===== src/rtl/enemy_bullet_gen.sv =====
// ============================================================================
// Module   : enemy_bullet_gen
// Purpose  : Single enemy bullet: periodic spawn below the enemy, aim at the
//            player column, frame-tick descent, retire on exit or hit.
// Revision : 1.0 - initial release
// ============================================================================
`default_nettype none

module enemy_bullet_gen #(
    parameter int SCREEN_W    = 320,
    parameter int SCREEN_H    = 240,
    parameter int TICK_DIV    = 833333,
    parameter int FIRE_PERIOD = 30,
    parameter int BULLET_STEP = 2,
    parameter int SPAWN_X_OFF = 8,
    parameter int SPAWN_Y_OFF = 12
) (
    input  logic       CLOCK_50,
    input  logic       rst,
    input  logic       enable,
    input  logic       game_over_en,
    input  logic [8:0] enemy_X,
    input  logic [7:0] enemy_Y,
    input  logic [8:0] player_X,
    input  logic       hit,
    output logic [8:0] enemy_bullet_X,
    output logic [7:0] enemy_bullet_Y,
    output logic       bullet_active,
    output logic       step_pulse,
    output logic [7:0] shot_count
);

    localparam int TCW = (TICK_DIV > 1) ? $clog2(TICK_DIV) : 1;
    localparam int CDW = $clog2(FIRE_PERIOD + 1);

    typedef enum logic [1:0] {
        S_IDLE     = 2'd0,
        S_COOLDOWN = 2'd1,
        S_FLY      = 2'd2
    } state_t;

    state_t           state_q, state_d;
    logic [TCW-1:0]   tick_q;
    logic             step_q;
    logic [CDW-1:0]   cd_q, cd_d;
    logic [1:0]       dir_q, dir_d;
    logic [8:0]       x_q, x_d;
    logic [7:0]       y_q, y_d;
    logic             active_q, active_d;
    logic [7:0]       shots_q, shots_d;

    logic             run_w;
    logic [9:0]       sx_w, sy_w, ny_w;

    assign run_w = enable && !game_over_en;
    assign sx_w  = {1'b0, enemy_X} + 10'(SPAWN_X_OFF);
    assign sy_w  = {2'b0, enemy_Y} + 10'(SPAWN_Y_OFF);
    assign ny_w  = {2'b0, y_q} + 10'(BULLET_STEP);

    always_ff @(posedge CLOCK_50) begin
        if (rst || !run_w) begin
            tick_q <= '0;
            step_q <= 1'b0;
        end else begin
            step_q <= (tick_q == TCW'(TICK_DIV - 1));
            tick_q <= (tick_q == TCW'(TICK_DIV - 1)) ? '0 : tick_q + 1'b1;
        end
    end

    always_comb begin
        state_d  = state_q;
        cd_d     = cd_q;
        dir_d    = dir_q;
        x_d      = x_q;
        y_d      = y_q;
        active_d = active_q;
        shots_d  = shots_q;

        if (!run_w) begin
            state_d  = S_IDLE;
            x_d      = 9'h1FF;
            y_d      = 8'hFF;
            active_d = 1'b0;
        end else begin
            case (state_q)
                S_IDLE: begin
                    state_d = S_COOLDOWN;
                    cd_d    = CDW'(FIRE_PERIOD);
                end
                S_COOLDOWN: begin
                    if (step_q) begin
                        if (cd_q > CDW'(1)) begin
                            cd_d = cd_q - 1'b1;
                        end else if (sx_w >= 10'(SCREEN_W) || sy_w >= 10'(SCREEN_H)) begin
                            cd_d = CDW'(FIRE_PERIOD);
                        end else begin
                            x_d      = sx_w[8:0];
                            y_d      = sy_w[7:0];
                            active_d = 1'b1;
                            shots_d  = shots_q + 8'd1;
                            state_d  = S_FLY;
                            if (player_X < sx_w[8:0])
                                dir_d = 2'b11;
                            else if (player_X == sx_w[8:0])
                                dir_d = 2'b00;
                            else
                                dir_d = 2'b01;
                        end
                    end
                end
                S_FLY: begin
                    // hit outranks the movement step; both retire identically
                    if (hit || (step_q && ny_w > 10'(SCREEN_H - 1))) begin
                        x_d      = 9'h1FF;
                        y_d      = 8'hFF;
                        active_d = 1'b0;
                        cd_d     = CDW'(FIRE_PERIOD);
                        state_d  = S_COOLDOWN;
                    end else if (step_q) begin
                        y_d = ny_w[7:0];
                        if (dir_q == 2'b11) begin
                            if (x_q == 9'd0) dir_d = 2'b00;
                            else             x_d   = x_q - 9'd1;
                        end else if (dir_q == 2'b01) begin
                            if (x_q == 9'(SCREEN_W - 1)) dir_d = 2'b00;
                            else                         x_d   = x_q + 9'd1;
                        end
                    end
                end
                default: state_d = S_IDLE;
            endcase
        end
    end

    always_ff @(posedge CLOCK_50) begin
        if (rst) begin
            state_q  <= S_IDLE;
            cd_q     <= '0;
            dir_q    <= 2'b00;
            x_q      <= 9'h1FF;
            y_q      <= 8'hFF;
            active_q <= 1'b0;
            shots_q  <= 8'd0;
        end else begin
            state_q  <= state_d;
            cd_q     <= cd_d;
            dir_q    <= dir_d;
            x_q      <= x_d;
            y_q      <= y_d;
            active_q <= active_d;
            shots_q  <= shots_d;
        end
    end

    assign enemy_bullet_X = x_q;
    assign enemy_bullet_Y = y_q;
    assign bullet_active  = active_q;
    assign step_pulse     = step_q;
    assign shot_count     = shots_q;

endmodule

`default_nettype wire


===== config.mk =====
export PLATFORM = sky130hd
export DESIGN_NAME = enemy_bullet_gen
export DESIGN_NICKNAME = d
export VERILOG_FILES = /design/src/rtl/enemy_bullet_gen.sv
export SDC_FILE = /design/constraint.sdc
export NUM_CORES = 1
export LEC_CHECK = 0
export ABC_CLOCK_PERIOD_IN_PS = 2800
export CORE_ASPECT_RATIO = 1.2
export CORE_MARGIN = 3
export CORE_UTILIZATION = 40
export DETAILED_ROUTE_END_ITERATION = 6
export PLACE_DENSITY = 0.66
export SYNTH_ARGS = -nofsm -noshare
export SYNTH_HDL_FRONTEND = slang
export SYNTH_SLANG_ARGS = --single-unit

===== constraint.sdc =====
create_clock -name CLOCK_50 -period 2.8 [get_ports CLOCK_50]
set_clock_uncertainty 0.1 [all_clocks]
set_input_delay 0.84 -clock CLOCK_50 [delete_from_list [all_inputs] [get_ports CLOCK_50]]
set_output_delay 0.84 -clock CLOCK_50 [all_outputs]
set_load 0.01 [all_outputs]

After elaboration in Yosys (flattened, before gate mapping):

Cells that the tools add are included.

* bits in registers: 56
* input bits: 31
* word-level logic and storage cells: 109

* add/subtract/negate cells: 8
* magnitude comparators: 5
* equal/unequal tests: 21
* muxes and demuxes: 43
* bitwise gates (word level): 3
* reductions and logical operators: 20

Operators with widths (number)
* 2-to-1 mux 9 bit: 9
* 2-to-1 mux 8 bit: 5
* 2-to-1 mux 2 bit: 14
* adder 20 x 1 -> 20 bit, second input constant: 1
* equality test 20 bit, second input constant: 1
* 2-to-1 mux 5 bit: 4
* AND reduction 5 bit: 4
* one-hot mux 9 bit (2 select lines): 1
* one-hot mux 8 bit (2 select lines): 1
* != test 3 bit, second input constant: 5
* one-hot mux 5 bit (3 select lines): 1
* != test 2 bit, second input constant: 6
* != test 4 bit, second input constant: 3
* adder 9 x 4 -> 10 bit, second input constant: 1
* >= comparator 10 x 9 -> 1 bit, second input constant: 1
* AND reduction 10 bit: 1
* adder 8 x 2 -> 9 bit, second input constant: 1
* adder 8 x 4 -> 9 bit, second input constant: 1
* adder 9 x 1 -> 9 bit, second input constant: 1
* equality test 9 bit: 1
* equality test 9 bit, second input constant: 1
* >= comparator 9 x 8 -> 1 bit, second input constant: 1
* > comparator 9 x 8 -> 1 bit, second input constant: 1
* logical NOT 9 bit: 1
* 21 further kinds: 34

Depth between registers and ports, before layout:

Gate-level depths: netlist (run 1).

* depth in word-level cells: 8
* depth in mapped cells: 10
* gate-level depth less buffers: 10

Worst setup path before layout (run 1):

Ideal clock, no wire load.

* kind: input -> register
* start point: input enemy_Y[2]
* end point: register y_q[2], in the netlist enemy_bullet_Y[2]
* library setup time: 120 ps
* arrival: 2415 ps
* data required time: 2580 ps
* slack: 165 ps
* stages on the path: 8
* buffers on the path: 1
* path through: inv_1 > ha_1 > and4b_1 > o211ai_4 > nand4_4 > a21o_1 > buf_6 > a211o_1

* word-level cells in the longest chain between the ends: 5
* elaborated cells on any way between the ends: 9
* classes of those cells: add/sub: 1; order compare: 1; eq/ne: 1; mux: 4; reduce/logical: 2

RTL lines
* from (decl): line 23 `input logic [7:0] enemy_Y,`
* adder 8 x 4 -> 9 bit *: line 57 `assign sy_w = {2'b0, enemy_Y} + 10'(SPAWN_Y_OFF);`
* >= comparator 9 x 8 -> 1 bit / 2-to-1 mux 8 bit (equally long branches): line 94 `end else if (sx_w >= 10'(SCREEN_W) || sy_w >= 10'(SCREEN_H)) begin`
* logical OR 1 bit / 2-to-1 mux 8 bit (equally long branches): line 94, 92
* != test 2 bit (no source line) / 2-to-1 mux 8 bit (equally long branches)
* AND reduction 5 bit (no source line) / one-hot mux 8 bit (2 select lines) (equally long branches)
* to (signal assigned): line 149 `y_q <= y_d;`
* to (decl): line 48 `logic [7:0] y_q, y_d;`

Every way passes the cells marked *; elsewhere a longest branch is shown, timed or not. The select of a mux whose other input is x is not followed.
A chain may end at the register's enable or synchronous reset.

Worst setup path in the final report (run 1):

* start point: input enemy_X[7]
* end point: register dir_q[0]

* word-level cells in the longest chain between the ends: 8
* elaborated cells on any way between the ends: 13
* classes of those cells: add/sub: 1; order compare: 2; eq/ne: 2; mux: 6; reduce/logical: 2

RTL lines
* from (decl): line 22 `input logic [8:0] enemy_X,`
* adder 9 x 4 -> 10 bit *: line 56 `assign sx_w = {1'b0, enemy_X} + 10'(SPAWN_X_OFF);`
* parallel branches: the longest is 7 deep, another holds less-than comparator 9 bit
* to (signal assigned): line 147 `dir_q <= dir_d;`
* to (decl): line 46 `logic [1:0] dir_q, dir_d;`

Mark *: on every way between the ends. The select of a mux whose other input is x is not followed.

==> results of run 1 <==
-- worst max-delay path, cell delays in order --
cell             delay (ns)
clkdlybuf4s50_1        0.49
nand2_2                0.11
o21a_4                 0.23
nor2_2                 0.14
ha_1                   0.17
and4_4                 0.22
nand2_1                0.07
o211a_1                0.25
o31ai_1                0.24
a221oi_1               0.11
-- power breakdown --
part	internal [W]	switching [W]	total [W]	leakage (nW)
Sequential	0.000802	0.00000645	0.000808	0.453
Combinational	0.000135	0.000120	0.000255	1.50
Clock	0.000185	0.000301	0.000485	0.0463
-- path summary, 6_finish.rpt --
kind | slack [ns] | endpoint
worst max-delay path | 0.01 | dir_q[0]
worst min-delay path | 0.39 | bullet_active
worst max register to register | 0.26 | enemy_bullet_X[5]
worst min register to register | 0.39 | bullet_active
-- cell usage in the layout (no fill, tap or decap), types with 14 or more instances in the layout --
| cell | n |
|---|---|
| a21oi_1 | 27 |
| buf_4 | 40 |
| clkdlybuf4s50_1 | 50 |
| dfxtp_1 | 56 |
| ha_1 | 23 |
| inv_1 | 22 |
| nand2_1 | 34 |
| nand3_1 | 16 |
| nand4_1 | 15 |
| nor2_1 | 61 |
| o21ai_0 | 22 |
| xnor2_1 | 22 |
| xor2_1 | 14 |
-- state kept, by name, indices dropped and copies added, names as in the netlist --
| name | count |
|---|---|
| bullet_active | 1 |
| cd_q | 5 |
| dir_q | 2 |
| enemy_bullet_X | 9 |
| enemy_bullet_Y | 8 |
| shot_count | 8 |
| state_q | 2 |
| step_pulse | 1 |
| tick_q | 20 |
-- metal layers --
layer / vias to the layer above / routed length (µm)
li1: 1885 / -
met1: 1739 / 4430
met2: 95 / 5060
met3: 15 / 422
met4: 0 / 131
met5: - / 0
-- timing repair --
action / in CTS / in global routing
setup endpoints to repair: 25 / 26
cloned: 0 / 0
buffers inserted: 0 / 2
pin swaps: 4 / 15
endpoints found under the hold margin: 0 / 0
resized for setup: 16 / 29
-- kinds of logic after synthesis --
kind of cell,Yosys count,synth area share (%)
simple gates,198,27.1
compound gates,109,19.6
flops,56,29.9
buf+inv,40,4.24
xor+xnor,38,8.89
fa+ha+maj,26,8.89
mux,5,1.34
-- area by class of cell --
class	instances	area [µm²]
multi-input combinational	376	2610
sequential	56	1120
clock buffer	5	68.8
tap	120	150
inverter	25	93.8
fill	855	4040
timing repair buffer	104	968
clock inverter	3	27.5
-- through the flow --
| stage | setup TNS [ns] | instances | setup slack [ns] |
|---|---|---|---|
| 6_report | 0 | 689 | 0.0141 |
| 5_1_grt | -0.105 | 689 | -0.0619 |
| 4_1_cts | -0.0145 | 687 | -0.0128 |
| 3_5_place_dp | -14.22 | 679 | -0.565 |
| 3_3_place_gp | -13.14 | 679 | -0.548 |
| 2_1_floorplan | 0 | 472 | 0.165 |
==> impl_metrics.json, run 1 <==
{
  "outcome": "complete, no violations",
  "grt_use_met2_pct": 34.1,
  "grt-busiest-layer": "met2",
  "maxCapViolations": 0,
  "max-vdd-ir-drop_mv": 0.194,
  "detail-route-antenna-nets": 0,
  "power_w": 0.00155,
  "wirelength_um": 10000,
  "cts.htree.levels": 2,
  "drc": 0,
  "whs_path_depth": 2,
  "crit_path_start": "enemy_X[7]",
  "synth_common_cells": "nor2_1, dfxtp_1, nand2_1, a21oi_1",
  "rr_startpoint": "dir_q[1]",
  "core_um2": 9080,
  "synthesis.nets": 529,
  "dieHeight_um": 112,
  "initial_core_util_pct": 41.2,
  "clk_latency_ns": 0.32,
  "vias": 3734,
  "synth_cell_types": 59,
  "worst_pin_slew_ns": 0.613,
  "dieArea_um2": 10600,
  "end_kind": "flip-flop",
  "yosysMostFrequentCell": "nor2_1",
  "synth_top_area_share_pct": 29.9,
  "row_count": 38,
  "tritoncts": "yes",
  "firstDrtPassIters": 4,
  "syn_area_per_cell_um2": 7.93,
  "critPathArrivalTime_ns": 2.89,
  "diodes": 0,
  "root_buffer": "clkbuf_8",
  "synthTopCellsByArea": "dfxtp_1, ha_1, nor2_1",
  "post_route_cells_drive_above_1_share_pct": 16.0,
  "critical_path_class": "in2reg",
  "yosysWarnings": 0,
  "cts_buffer_depth": 2,
  "slew_headroom_pct": 59.1,
  "pin_count": 58,
  "grt_max_degree": 20,
  "met3_usage_pct": 2.84,
  "setup_viol": 0,
  "final_cell_area_um2": 5040,
  "crit_required_ns": 2.90,
  "grt_pass1_vias": 3532,
  "grt_pass1_wl_um": 16800,
  "async_reset_ff_share_pct": 0,
  "synth_top_area_cell": "dfxtp_1",
  "netlist_instances": 472,
  "synth_edf_count": 0,
  "cellLeakagePower_nw": 2.00,
  "drt_iter0_drc": 132,
  "period_needed_ns": 2.79,
  "layout.nets": 625,
  "worstPathMaxFanout": 3,
  "hold_viol_final": 0,
  "wl_per_cell_um": 14.6,
  "postCtsHoldBufs": 0,
  "cp-start-kind": "primary input",
  "antenna_found_initial": 0,
  "post_dp_cell_area_um2": 4740,
  "clk_pin_slew_ns": 0.11,
  "hold_ws_ns": 0.387,
  "ys_seq_elements": 56,
  "gp_congestion": 0.875,
  "cts_sinks": 56,
  "period_share_pct": 99.5,
  "seq_area_frac_synth_pct": 29.9,
  "min_path_type": "reg2reg",
  "viasPerCell": 5.42,
  "area_growth_pct": 34.7,
  "dp.final_hpwl_um": 7630,
  "die_width_um": 94.3,
  "worstRegToRegCells": 9,
  "synthFlopType": "dfxtp_1",
  "timing.fmax_mhz": 359,
  "fin_util_pct": 55.5,
  "gr-usage-all-layers_pct": 19.3,
  "met1_usage_pct": 24.6,
  "finalMaxSlewViolations": 0,
  "port-buffer-count": 57,
  "netlist_area_um2": 3740,
  "overflow": 0,
  "min-delay-start": "bullet_active",
  "cts_buffers": 5,
  "grt_setup_unrepaired": "true",
  "power_density_nw_per_um2": 307
}
No activity file was read; power rests on OpenSTA's default activity.
==> run 2, diff against run 1 <==
--- a/config.mk
+++ b/config.mk
@@ -8,9 +8,9 @@
 export ABC_CLOCK_PERIOD_IN_PS = 2800
 export CORE_ASPECT_RATIO = 1.2
 export CORE_MARGIN = 3
-export CORE_UTILIZATION = 40
+export CORE_UTILIZATION = 55
 export DETAILED_ROUTE_END_ITERATION = 6
-export PLACE_DENSITY = 0.66
+export PLACE_DENSITY = 0.85
 export SYNTH_ARGS = -nofsm -noshare
 export SYNTH_HDL_FRONTEND = slang
 export SYNTH_SLANG_ARGS = --single-unit
==> impl_metrics.json, run 2 (synthesis gave the netlist of run 1 again) <==
{
  "outcome": "complete, no violations",
  "top_register": "tick_q",
  "port-buffer-count": 57,
  "rr_startpoint": "enemy_bullet_Y[1]",
  "firstDrtPassIters": 5,
  "min-delay-start": "bullet_active",
  "pwr-share-clk_pct": 31.7,
  "timing.fmax_mhz": 367,
  "cpPeakStageDelay_ns": 0.30,
  "internal-power_w": 0.00112,
  "cts_buffers": 5,
  "crit_path_start": "enemy_X[3]",
  "gr-usage-all-layers_pct": 27.1,
  "gp_congestion": 0.927,
  "finalMaxSlewViolations": 0,
  "maxCapViolations": 0,
  "pin_count": 58,
  "cellLeakagePower_nw": 2.00,
  "area_growth_pct": 32.8,
  "grt_max_degree": 20,
  "cp_num_cells": 10,
  "initial_core_util_pct": 57.4,
  "root_buffer": "clkbuf_8",
  "cp-start-kind": "primary input",
  "power_w": 0.00154,
  "layout.nets": 631,
  "layout_commonest_cell": "nor2_1",
  "swShare_pct": 27.8,
  "path_buf_inv": 1,
  "end_kind": "flip-flop",
  "wl_per_cell_um": 15.6,
  "cts_buffer_depth": 2,
  "cts_sinks": 56,
  "dieHeight_um": 96.4,
  "wirelength_um": 10300,
  "hold_viol_final": 0,
  "layout_common_cells": "nor2_1, dfxtp_1, clkdlybuf4s50_1, buf_4, nand2_1",
  "tritoncts": "yes",
  "grt_pass1_vias": 3835,
  "diodes": 0,
  "dpl.cell_count": 649,
  "cts.htree.levels": 2,
  "dp.final_hpwl_um": 7660,
  "period_share_pct": 97.3,
  "largest_reg_flops": 20,
  "period_needed_ns": 2.72,
  "postCtsHoldBufs": 0,
  "viasPerCell": 6.02,
  "clk_pin_slew_ns": 0.11,
  "reg2reg_slack_ns": 0.19,
  "overflow": 0,
  "max-vdd-ir-drop_mv": 0.228,
  "power_density_nw_per_um2": 311,
  "endpoint": "dir_q[0]",
  "grt_setup_unrepaired": "true",
  "drt_iter0_drc": 243,
  "fin_cells": 660,
  "antenna_found_initial": 0,
  "worstRegToRegCells": 9,
  "vias": 3970,
  "clk_latency_ns": 0.33,
  "net-switching-power_w": 0.000429,
  "cp_top_family": "compound AO/OA/AOI/OAI gates",
  "row_count": 32,
  "post_route_cells_drive_above_1_share_pct": 15.8,
  "critPathSlowestCell": "clkdlybuf4s15_1",
  "crit_required_ns": 2.90,
  "slew_headroom_pct": 67.0,
  "drc": 0,
  "core_um2": 6530,
  "worstPathMaxFanout": 4,
  "dieArea_um2": 7840,
  "setup_viol": 0,
  "critical_path_class": "in2reg",
  "combinationalPowerShare_pct": 15.9,
  "worst_pin_slew_ns": 0.490,
  "fillCellCount": 458,
  "reg2reg_to": "enemy_bullet_X[5]",
  "grt_pass1_wl_um": 17100,
  "crit_chain": "clkdlybuf4s15_1, ha_4, nand3_1, xor2_1, ha_1, and4_1, nand2_1, o211a_1, o31ai_1, a221oi_1",
  "die_width_um": 81.3,
  "seqPwrFrac_pct": 52.4,
  "critPathArrivalTime_ns": 2.82,
  "detail-route-antenna-nets": 0,
  "min_path_type": "reg2reg"
}
## run 2: how the worst min path moves through the flow
stage | slack, ns | cells past startpoint | end
after floorplan | 0.33 | 1 | tick_q[0]
after global placement | 0.35 | 1 | tick_q[0]
after detailed placement | 0.37 | 2 | bullet_active
after CTS | 0.39 | 2 | bullet_active
after global routing | 0.41 | 2 | bullet_active
final | 0.38 | 2 | bullet_active
## run 2: what timing repair did
action	4_1_cts	5_1_grt
resized for setup	24	14
gates cloned	0	0
setup endpoints to repair	28	26
buffers inserted	3	0
pin swaps	10	7
## run 2: layout make-up
cell class	count	area, µm²	share of cell area, %
clock inverters	3	27.5	0.554
flip-flops and latches	56	1120	22.6
clock buffers	5	68.8	1.38
well taps	85	106	2.14
repair buffers	110	986	19.8
multi-input cells	376	2570	51.6
inverters	25	93.8	1.89
## run 2: stage by stage
| stage | setup WS (ns) | TNS [ns] | utilization [%] | hold WS (ns) | cell area, µm² |
|---|---|---|---|---|---|
| final | 0.0755 | 0 | 76.2 | 0.379 | 4970 |
| after global routing | -0.00736 | -0.0142 | 76.2 | 0.415 | 4970 |
| after CTS | 0.0199 | 0 | 75.5 | 0.387 | 4930 |
| after detailed placement | -0.588 | -14.26 | 72.5 | 0.368 | 4730 |
| after global placement | -0.449 | -10.98 | 72.5 | 0.350 | 4730 |
| after floorplan | 0.165 | 0 | - | 0.330 | 3740 |
## run 2: worst reg2reg max path: cells and delay by family (launching register included)
kind	cells	cell delay, ns
mux	1	0.12
compound gates	5	1.28
flops	1	0.48
buf+inv	1	0.10
fa+ha+maj	1	0.32
simple gates	1	0.11
## run 2: routing by layer
| layer | GRT usage [%] | share of wire, % | vias to the layer above |
|---|---|---|---|
| met2 | 48.8 | 52 | 172 |
| li1 | - | - | 1907 |
| met3 | 4.17 | 6.2 | 32 |
| met4 | 10.0 | 2.4 | 0 |
| met5 | 0 | 0 | - |
| met1 | 32.1 | 39 | 1859 |
## run 2: power groups by stage
stage	Clock (W)	Combinational (W)	Sequential, W
finish	0.000489	0.000246	0.000809
global route	0.000520	0.000268	0.000810
CTS	0.000493	0.000239	0.000809
detailed placement	0	0.000229	0.000827
global placement	0	0.000222	0.000826
floorplan	0	0.000104	0.000825
